<file path="config.mk">
export PLATFORM = sky130hd
export DESIGN_NAME = pc_fetch_unit
export DESIGN_NICKNAME = d
export VERILOG_FILES = /design/src/rtl/riscv_pkg.sv /design/src/rtl/fetch_buffer.sv /design/src/rtl/pc_fetch_unit.sv
export SDC_FILE = /design/constraint.sdc
export NUM_CORES = 1
export LEC_CHECK = 0
export BUFFER_PORTS_ARGS = -buffer_cell sky130_fd_sc_hd__clkbuf_2
export CAP_MARGIN = 20
export CORE_ASPECT_RATIO = 1.4
export CORE_UTILIZATION = 55
export CTS_CLUSTER_DIAMETER = 120
export CTS_CLUSTER_SIZE = 24
export DETAILED_ROUTE_END_ITERATION = 8
export GPL_ROUTABILITY_DRIVEN = 0
export PLACE_DENSITY = 0.85
export SKIP_LAST_GASP = 1
export SLEW_MARGIN = 10
export SYNTH_ARGS = -nofsm -noshare
export SYNTH_HDL_FRONTEND = slang
export SYNTH_SLANG_ARGS = --single-unit
</file>
<file path="constraint.sdc">
create_clock -name clk -period 3.4 [get_ports clk]
set_input_delay 0.34 -clock clk [delete_from_list [all_inputs] [get_ports clk]]
set_output_delay 0.34 -clock clk [all_outputs]
set_load 0.05 [all_outputs]
</file>
<file path="src/rtl/riscv_pkg.sv">
// riscv_pkg: shared widths, reset PC, fetch FSM states and fetch-buffer entry type.
//   XLEN          - PC and adder-result width
//   INSTR_W       - instruction width
//   RESET_PC      - default PC loaded on reset
//   fetch_state_t - REQ (may issue), WAIT (one outstanding), DROP (outstanding, discard)
//   fetch_entry_t - buffered {pc, instr} pair handed to decode
package riscv_pkg;

    localparam int unsigned       XLEN     = 64;
    localparam int unsigned       INSTR_W  = 32;
    localparam logic [XLEN-1:0]   RESET_PC = 64'h0;

    typedef enum logic [1:0] {
        REQ,
        WAIT,
        DROP
    } fetch_state_t;

    typedef struct packed {
        logic [XLEN-1:0]    pc;
        logic [INSTR_W-1:0] instr;
    } fetch_entry_t;

endpackage

</file>
<file path="src/rtl/fetch_buffer.sv">
// fetch_buffer: 2-entry FIFO of fetched {pc, instr} pairs between fetch and decode.
//   clk   - rising-edge clock
//   reset - asynchronous active-low reset
//   push  - write din at the tail (never asserted when full)
//   din   - entry to write
//   pop   - drop the head entry (never asserted when empty)
//   flush - discard all entries; wins over push and pop
//   head  - head entry, all zeros when empty
//   count - number of valid entries (0..2)
module fetch_buffer
    import riscv_pkg::*;
(
    input  logic         clk,
    input  logic         reset,
    input  logic         push,
    input  fetch_entry_t din,
    input  logic         pop,
    input  logic         flush,
    output fetch_entry_t head,
    output logic [1:0]   count
);

    fetch_entry_t mem [2];
    logic         wp;
    logic         rp;

    // Single-bit pointers wrap modulo 2 for free.
    always_ff @(posedge clk or negedge reset) begin
        if (!reset) begin
            mem[0] <= '0;
            mem[1] <= '0;
            wp     <= 1'b0;
            rp     <= 1'b0;
            count  <= 2'd0;
        end else if (flush) begin
            wp    <= 1'b0;
            rp    <= 1'b0;
            count <= 2'd0;
        end else begin
            if (push) begin
                mem[wp] <= din;
                wp      <= ~wp;
            end
            if (pop)
                rp <= ~rp;
            count <= count + 2'(push) - 2'(pop);
        end
    end

    assign head = (count == 2'd0) ? '0 : mem[rp];

endmodule

</file>
<file path="src/rtl/pc_fetch_unit.sv">
// pc_fetch_unit: PC register, next-PC select, single-outstanding imem fetch and 2-entry decode buffer.
//   clk            - rising-edge clock
//   reset          - asynchronous active-low reset
//   pc_out         - current PC; adder input and imem request address
//   pc_plus4       - pc_out+4 from the external adder
//   branch_target  - redirect target from the external adder
//   branch_taken   - one-cycle redirect strobe; flushes the buffer
//   stall          - suppresses new requests
//   imem_req_valid - request valid (combinational), address is pc_out
//   imem_req_ready - memory accepts the request
//   imem_rsp_valid - response valid, at least one cycle after accept
//   imem_rsp_instr - response instruction
//   inst_valid     - buffer head valid
//   inst_ready     - decode consumes the head
//   inst_out       - head instruction (0 when empty)
//   inst_pc        - head PC (0 when empty)
module pc_fetch_unit #(
    parameter int unsigned     XLEN      = riscv_pkg::XLEN,
    parameter int unsigned     INSTR_W   = riscv_pkg::INSTR_W,
    parameter logic [XLEN-1:0] RESET_PC  = riscv_pkg::RESET_PC,
    parameter int unsigned     BUF_DEPTH = 2
) (
    input  logic               clk,
    input  logic               reset,
    output logic [XLEN-1:0]    pc_out,
    input  logic [XLEN-1:0]    pc_plus4,
    input  logic [XLEN-1:0]    branch_target,
    input  logic               branch_taken,
    input  logic               stall,
    output logic               imem_req_valid,
    input  logic               imem_req_ready,
    input  logic               imem_rsp_valid,
    input  logic [INSTR_W-1:0] imem_rsp_instr,
    output logic               inst_valid,
    input  logic               inst_ready,
    output logic [INSTR_W-1:0] inst_out,
    output logic [XLEN-1:0]    inst_pc
);

    import riscv_pkg::*;

    fetch_state_t    state;
    logic [XLEN-1:0] tag;
    logic [1:0]      count;
    logic            push;
    logic            pop;
    fetch_entry_t    din;
    fetch_entry_t    head;

    // Gating on count keeps a push from ever landing on a full buffer.
    assign imem_req_valid = reset && state == REQ && !stall && !branch_taken
                            && 32'(count) < BUF_DEPTH;

    // A redirect kills both the response being captured and the pop in the same cycle.
    assign push = state == WAIT && imem_rsp_valid && !branch_taken;
    assign pop  = inst_valid && inst_ready && !branch_taken;
    assign din  = '{pc: tag, instr: imem_rsp_instr};

    always_ff @(posedge clk or negedge reset) begin
        if (!reset) begin
            pc_out <= RESET_PC;
            tag    <= '0;
            state  <= REQ;
        end else if (branch_taken) begin
            pc_out <= branch_target;
            // An outstanding request that has not answered yet must be discarded later.
            state  <= (state == REQ || imem_rsp_valid) ? REQ : DROP;
        end else if (imem_req_valid && imem_req_ready) begin
            pc_out <= pc_plus4;
            tag    <= pc_out;
            state  <= WAIT;
        end else if (state != REQ && imem_rsp_valid) begin
            state <= REQ;
        end
    end

    fetch_buffer u_buf (
        .clk   (clk),
        .reset (reset),
        .push  (push),
        .din   (din),
        .pop   (pop),
        .flush (branch_taken),
        .head  (head),
        .count (count)
    );

    assign inst_valid = count != 2'd0;
    assign inst_out   = head.instr;
    assign inst_pc    = head.pc;

endmodule

</file>
==> results of run 1 <==
-- power by group through the flow --
stage / sequential [uW] / combinational, uW / clock (uW)
floorplan: 5190 / 1120 / 0
global placement: 5030 / 1800 / 0
detailed placement: 5090 / 1870 / 0
CTS: 5010 / 1880 / 2160
global route: 5100 / 2020 / 2280
finish: 5010 / 1860 / 2090
-- layer usage --
layer  up-vias  global-route usage
li1       4748                   -
met4         0               0.101
met2       345               0.448
met1      5337               0.331
met5         -                   0
met3        74              0.0461
-- per-stage QoR --
step	cells	setup slack (ns)	util
global placement	1743	1.06	0.636
finish	1767	0.506	0.654
global route	1766	0.425	0.654
detailed placement	1743	1.04	0.636
floorplan	1168	0.730	-
CTS	1763	0.584	0.653
-- layout by cell type (no fill, tap or decap), types with 2 or more instances in the layout --
cell type / count
a21oi_1: 66
a41oi_1: 64
buf_12: 4
buf_4: 25
clkbuf_16: 17
clkbuf_2: 326
dfrtp_1: 325
diode_2: 2
dlygate4sd3_1: 2
ha_1: 2
inv_1: 3
mux2_1: 5
mux2_2: 251
mux2i_1: 96
nor2_1: 101
nor2_4: 2
nor2b_1: 65
nor3_1: 2
o31ai_1: 64
xor2_1: 3
-- tightest hold or removal path, cell delays in order --
cell	delay, ns
clkbuf_2	0.08
nor2b_1	0.03
a21oi_1	0.10
-- worst max-delay path by stage --
| stage | to | slack, ns | from |
|---|---|---|---|
| after floorplan | imem_req_valid | 0.73 | state[1] |
| after global placement | tag[54] | 1.06 | reset |
| after detailed placement | tag[53] | 1.04 | reset |
| after CTS | imem_req_valid | 0.58 | state[0] |
| after global routing | imem_req_valid | 0.43 | reset |
| final | imem_req_valid | 0.51 | reset |
-- cells by family (layout without fill, tap and decap cells) --
group                    count (synthesis)  count (layout)  synth area share
AND/OR/NAND/NOR                        181             181            0.0606
other                                    0               2                 0
adder cells (fa/ha/maj)                  2               2           0.00169
buffers and inverters                  109             382            0.0321
flip-flops                             326             326             0.551
AO/OA/AOI/OAI                          195             195            0.0930
XOR/XNOR                                 3               3           0.00178
multiplexers                           352             352             0.260
-- state kept, by name, indices dropped and copies added (netlist names) --
register	cells
pc_out	64
u_buf.rp	1
tag	64
u_buf.wp	1
u_buf.mem	192
state	2
u_buf.count	2
-- area by class of cell --
class	count	area [um2]	area share
diodes	2	5.00	0.000291
clock buffers	18	429	0.0250
clock inverters	1	11.3	0.000655
inverters	4	15.0	0.000873
multi-input cells	733	6200	0.361
flip-flops and latches	326	8160	0.475
well taps	324	405	0.0236
repair buffers	359	1960	0.114
-- what timing repair did --
action                     4_1_cts  5_1_grt
hold endpoints to repair         1       13
setup endpoints to repair        0        0
hold buffers                     1        1
==> metrics, run 1 <==
status=finished, final reports clean; RSZ-0062 raised after global routing=false; largest net degree at the start of global routing=186; fin crit share=0.851; total power draw=8960 uW; drt via density=5.94; vias=10504; sequential share of power=0.559; dpl cell area=about 17000 um2; Slowest cell on crit path=or3b_4; cell row count=70; Crit path depth=6; Internal=between 6000 and 7000 uW; syn_area_per_cell=12.7 um2; worst slew pin tran=1.07 ns; setup_tns=0 ns; pwr dens=521 nW/um2; Reg2Reg Depth=4; Leak=0.00795 uW; net count after synthesis=1337; Max Fclk=approximately 350 MHz; final WL=35800 um; clk buf depth=3; Hold Crit Depth=3; CP endpoint kind=primary output; Core Area=26300 um2; combinational power share=0.208; Switching Fraction=0.296; DIE AREA=27600 um2; cell count after synthesis=1168; Distinct cells, synth=28; Worst Hold Path EP=pc_out[2]; Post-Syn Area=14800 um2; #FFs+latches synth=326; Die Height=196 um; first-pass GRT wire length=57100 um; layout cells sized above 1=0.442; Port Buffers=around 330; final hold slack=0.0749 ns; Post-synth ARST share=1.00; Worst Hold Launch=branch_target[2]; met2 wire len=17600 um; number of antenna-violating nets in the routed design=0; Post-route DRC=0; R2R Path Start=state[0]; Setup Crit Path Kind=in -> out; Initial Utilization=0.563; GRT Util Overall=0.262; top cell type's share of synthesized area=0.551; H-tree depth=1; crit path launch type=input pin; Pins Over Slew Limit=0; post-cts resize count=0; Top FF cell, synth=dfrtp_1; Post-CTS Setup Inserts=0; Seq/Total Area, Yosys=0.551; clock skew=about 0.018 ns; synth top area cells=dfrtp_1 (55%), mux2_2 (19%), mux2i_1 (6.5%); Metal-1 WL=14800 um; Psw=roughly 2700 uW; worst path buffer plus inverter count=4; CP delay by family, top=buffers and inverters; CTS root buffer=clkbuf_16; CTS Sinks=326; Routed WL per cell=between 20 and 25 um; Yosys Warn Count=0; number of global-route vias before repair=10818; post-layout min period=2.89 ns; metal3 WL=2100 um; Num CTS Buffers=17; initial antenna violation count=2; Worst EP required=3.06 ns; worst skew pair latency=0.51 ns; DP HPWL=24200 um; Final Cell Area=17200 um2; HP Class=in -> reg; CTS tree=built; IO Pins=329; Critical Path Fanout Max=35; clock share of power=0.233; count leader, synth=dfrtp_1; first-pass iteration count of the detailed router=5; Layout Area Growth over Synthesis=16.2%; Yosys top cell by area=dfrtp_1; crit-path cells=dlygate4sd3_1 > buf_8 > or3b_4 > buf_4 > nor3_1 > clkbuf_2; setup violators final=0; initial detailed-routing violation count=494; die width=141 um; worst IR drop on VDD=0.391 mV; critical path arrival=between 2 and 3 ns; Max Cap Viol=0; RR Endpoint=tag[53]; final hold vios=0; EDFF count, synth=0; Fillers=2008; DR top layer=met4; clock-pin slew on the worst setup and hold paths=0.09 ns; commonest cells in the netlist=dfrtp_1 (326), mux2_2 (251), nor2_1 (103); FF-to-FF setup slack=1.00 ns; fin nets=1610; CP peak stage delay=between 0.5 and 0.6 ns; GRT overflow=0; Rel. slew slack=0.284
No activity file was read; power rests on OpenSTA's default activity.
==> inputs of run 2 (changes only) <==
- CORE_UTILIZATION: 55 -> 49
- PLACE_DENSITY: 0.85 -> 0.8
- clock period: 3.4 -> 2.5 ns (I/O delays scaled with it)
==> run 2 against run 1 <==
Global-route usage shrank 1.7 points. Via count grew 4.3%. Critical path depth is the same. Flip-flop and latch count is the same. Utilization shrank 3.6 points. Combinational power grew 44%. Wire length grew 7.4%. Clock power grew 39%. First-iteration DRC count grew 3.4%. Design area grew 5.9%. Clock-buffer cell count is the same. Setup slack lost 0.38 ns. Critical endpoint unchanged. Largest power group unchanged. Highest routed layer is now met5.
==> metrics, run 2 (synthesis gave the netlist of run 1 again) <==
status=finished, final reports clean; Leak=0.00832 uW; clock-pin slew on the worst setup and hold paths=0.10 ns; RSZ-0062 raised after global routing=false; die width=between 100 and 150 um; critical path arrival=between 2 and 2.5 ns; DP HPWL=23300 um; H-tree depth=1; vias=10958; fin crit share=0.949; GRT Util Overall=0.245; Core Area=29400 um2; first-pass iteration count of the detailed router=7; sequential share of power=0.549; cell row count=74; Rel. slew slack=0.322; Setup Crit Path Kind=in -> out; setup violators final=0; storage element area=8160 um2; Initial Utilization=0.503; Top cell by count, worst path=buf_8; Switching Fraction=0.299; post-layout min period=2.37 ns; Post-route DRC=0; combinational power share=0.216; Die Height=208 um; placed cell count=1795; Critical Path Fanout Max=65; Slowest cell on crit path=dlygate4sd3_1; pwr dens=680 nW/um2; max reg flops=192; GRT overflow=0; initial detailed-routing violation count=roughly 510; final core utilization=0.618; drt via density=5.74; clock skew=0.0250 ns; Multi-input gate area=between 6000 and 7000 um2; Routed WL per cell=20.1 um; Max Cap Viol=0; CTS Sinks=~330; number of antenna-violating nets in the routed design=0; worst IR drop on VDD=0.453 mV; Max Fclk=421 MHz; fin nets=about 1700; number of global-route vias before repair=11539; first-pass GRT wire length=60400 um; total power draw=12400 uW; most frequent cells in the layout=clkbuf_2 (325), dfrtp_1 (325), mux2_2 (251), nor2_1 (101), mux2i_1 (96); crit-path cells=dlygate4sd3_1 > buf_8 > or3b_4 > buf_8 > nor3_2 > clkbuf_4; CP peak stage delay=0.61 ns; DIE AREA=30900 um2; CTS tree=built; layout cells sized above 1=0.415; initial antenna violation count=6; Fillers=roughly 2300; crit path launch type=input pin; worst skew pair latency=0.52 ns; final non-filler cell total=1909; Psw=3700 uW; HP Class=in -> reg; FF-to-FF setup slack=around 0.44 ns; final hold vios=0; Worst EP required=2.25 ns; IO Pins=329; final WL=38400 um; Biggest register=u_buf.mem; CP endpoint kind=primary output; clock share of power=0.235; Num CTS Buffers=17; Pins Over Slew Limit=0; Internal=8670 uW; worst slew pin tran=1.02 ns; Layout Area Growth over Synthesis=23.0%; largest net degree at the start of global routing=~170; final hold slack=0.0174 ns; biggest regs=u_buf.mem: 192 flops, pc_out: 64 flops, tag: 64 flops; setup_tns=0 ns; Port Buffers=between 300 and 400; CTS root buffer=clkbuf_16; clk buf depth=3
run 2: path summary, 6_finish.rpt:
kind                                        start             end  cells after the start
worst max register to register           state[1]         tag[26]                      4
worst min register to register            tag[35]  u_buf.mem[163]                      1
worst max-delay path                        reset  imem_req_valid                      6
min in group asynchronous                   reset       pc_out[5]                      3
worst min-delay path            branch_target[61]      pc_out[61]                      3
max in group asynchronous                   reset   u_buf.mem[84]                      4
run 2: metal layers:
layer | vias to the layer above | global-route usage | share of wire
met5 | - | 0 | 0.0011
met4 | 6 | 0.0897 | 0.032
met3 | 77 | 0.0413 | 0.053
met2 | 362 | 0.437 | 0.51
met1 | 5593 | 0.293 | 0.40
li1 | 4920 | - | -
run 2: power by group through the flow:
stage,sequential [uW],combinational (uW),clock (uW)
2_1_floorplan,7060,1530,0
3_3_place_gp,6810,2460,0
3_5_place_dp,6890,2550,0
4_1_cts,6780,2670,2990
5_1_grt,6920,2900,3170
6_report,6790,2680,2910
run 2: critical path, delay by kind of cell:
family,cells,cell delay [ns]
buf+inv,4,1.26
simple gates,2,0.59
run 2: area by class of cell:
cell class	count	share of cell area
Tap cell	380	0.0261
Clock inverter	2	0.00110
Inverter	4	0.000825
Timing Repair Buffer	443	0.158
Antenna cell	3	0.000412
Multi-Input combinational cell	733	0.341
Clock buffer	18	0.0236
Sequential cell	326	0.448
run 2: through the flow:
stage,cell area (um2),worst slack (ns)
final,18200,0.127
after global routing,18200,0.0130
after CTS,18200,0.0303
after detailed placement,16800,0.471
after global placement,16800,0.507
after floorplan,14800,0.269
run 2: repair_timing:
action,CTS,global route
cloned,0,0
endpoints found under the hold margin,273,1
gates resized for setup,2,4
setup buffers,0,0
setup endpoints to repair,1,1
hold buffers,90,1
==> inputs of run 3 (changes only) <==
- CELL_PAD_IN_SITES_DETAIL_PLACEMENT: unset -> 0
- CELL_PAD_IN_SITES_GLOBAL_PLACEMENT: unset -> 2
- CORE_UTILIZATION: 49 -> 33
- PLACE_DENSITY: 0.8 -> 0.81
==> run 3 against run 2 <==
Total power rose by 0.11%. Clock power hardly changed. Via count shrank 1.4%. Setup slack lost 0.044 ns. Cell count grew 9.7%. Hold slack gained 0.059 ns. Combinational power is essentially flat. Critical path depth did not move. Sequential share of layout area shrank 0.69 points. Flip-flop and latch count unchanged. Register-to-register slack gained 0.02 ns. Critical path type unchanged.
==> metrics, run 3 (synthesis gave the netlist of run 1 again) <==
status=finished, final reports clean; CP delay by family, top=buffers and inverters; CTS tree=built; Post-CTS Setup Inserts=0; most frequent cells in the layout=clkbuf_2 (325), dfrtp_1 (325), mux2_2 (251), nor2_1 (101), dlygate4sd3_1 (98); worst skew pair latency=0.52 ns; Fillers=4246; CP peak stage delay=0.56 ns; biggest regs=u_buf.mem: 192 flops, pc_out: 64 flops, tag: 64 flops; CTS root buffer=clkbuf_16; placed cell count=1977; largest net degree at the start of global routing=174; worst setup path start=reset; Initial Utilization=0.335; Die Height=between 200 and 300 um; R2R Path Start=u_buf.count[1]; Biggest register=u_buf.mem; GRT overflow=0; Rel. slew slack=0.272; Pins Over Slew Limit=0; clock-pin slew on the worst setup and hold paths=0.09 ns; Port Buffers=around 330; drt via density=~5.2; Slowest cell on crit path=dlygate4sd3_1; layout cells sized above 1=0.415; Setup WS post-layout=0.0829 ns; CTS Sinks=approximately 330; Worst Hold Launch=pc_plus4[5]; critical path arrival=2.17 ns; clock skew=0.0179 ns; post-layout min period=approximately 2.4 ns; ant diodes=0; DIE AREA=45700 um2; H-tree depth=1; GRT Util Overall=0.180; final hold vios=0; worst IR drop on VDD=0.427 mV; die width=181 um; crit path launch type=input pin; RSZ-0062 raised after global routing=false; HP Class=in -> reg; clk buf depth=3; crit-path cells=dlygate4sd3_1 > buf_8 > or3b_4 > buf_4 > nor3_2 > clkbuf_4; Max Cap Viol=0; Layout Area Growth over Synthesis=24.9%; setup violators final=0; Multi-input gate area=roughly 6200 um2; initial detailed-routing violation count=between 400 and 500; number of global-route vias before repair=between 10000 and 15000; Worst EP required=2.25 ns; final hold slack=roughly 0.076 ns; worst slew pin tran=between 1 and 1.5 ns; storage element area=8160 um2; first-pass iteration count of the detailed router=4; fin nets=approximately 1700; dpl ws=0.471 ns; Leak=0.00835 uW; max reg flops=roughly 190; vias=10800; pwr dens=approximately 670 nW/um2; CP endpoint kind=primary output; number of antenna-violating nets in the routed design=0; final non-filler cell total=2094; total power draw=12400 uW; setup_tns=0 ns; Core Area=44200 um2; cell row count=between 90 and 100; DP HPWL=26600 um; Num CTS Buffers=17; initial antenna violation count=1; Post-route DRC=0; IO Pins=329; fin crit share=0.967; first-pass GRT wire length=approximately 64000 um; Routed WL per cell=approximately 20 um; Max Fclk=414 MHz; worst path buffer plus inverter count=4; final WL=41200 um; Critical Path Fanout Max=30; Setup Crit Path Kind=in -> out
## run 3: worst min-delay path, stage by stage
cell	delay (ns)
clkbuf_2	0.08
a41oi_1	0.09
a21oi_1	0.14
## run 3: power breakdown
group | switching, uW | leakage, uW | internal, uW
combinational | 1440 | 0.00400 | 1230
sequential | 586 | 0.00413 | 6190
clock | 1690 | 0.000217 | 1240
total | 3720 | 0.00835 | 8670
## run 3: routing by layer
| layer | routed length (um) | vias up | GRT usage |
|---|---|---|---|
| met5 | 13 | - | 0 |
| met4 | 758 | 2 | 0.0416 |
| met3 | 1700 | 47 | 0.0244 |
| met2 | 21100 | 291 | 0.324 |
| met1 | 17500 | 5525 | 0.227 |
| li1 | - | 4935 | - |
## run 3: cell type report
cell class	count	share of cell area
Clock buffer	18	0.0232
Clock inverter	1	0.000609
Inverter	4	0.000812
Multi-Input combinational cell	733	0.336
Sequential cell	326	0.441
Tap cell	558	0.0378
Timing Repair Buffer	454	0.160
## run 3: path summary, 6_finish.rpt
path | to | slack, ns | cells after the start
min in group asynchronous | u_buf.mem[141] | 0.13 | 2
setup reg to reg | tag[56] | 0.46 | 4
setup / recovery | imem_req_valid | 0.08 | 6
hold / removal | pc_out[5] | 0.08 | 3
hold reg to reg | u_buf.mem[55] | 0.51 | 1
max in group asynchronous | tag[41] | 1.11 | 3
## run 3: repair_timing
item	in CTS	in global routing
endpoints found under the setup margin	0	1
hold buffers	98	0
hold endpoints to repair	139	0
resized for setup	0	2
## run 3: per-stage QoR
step	util	instance area [um2]
2_1_floorplan	-	14800
5_1_grt	0.418	18500
6_report	0.418	18500
4_1_cts	0.418	18500
3_5_place_dp	0.386	17100
3_3_place_gp	0.386	17100
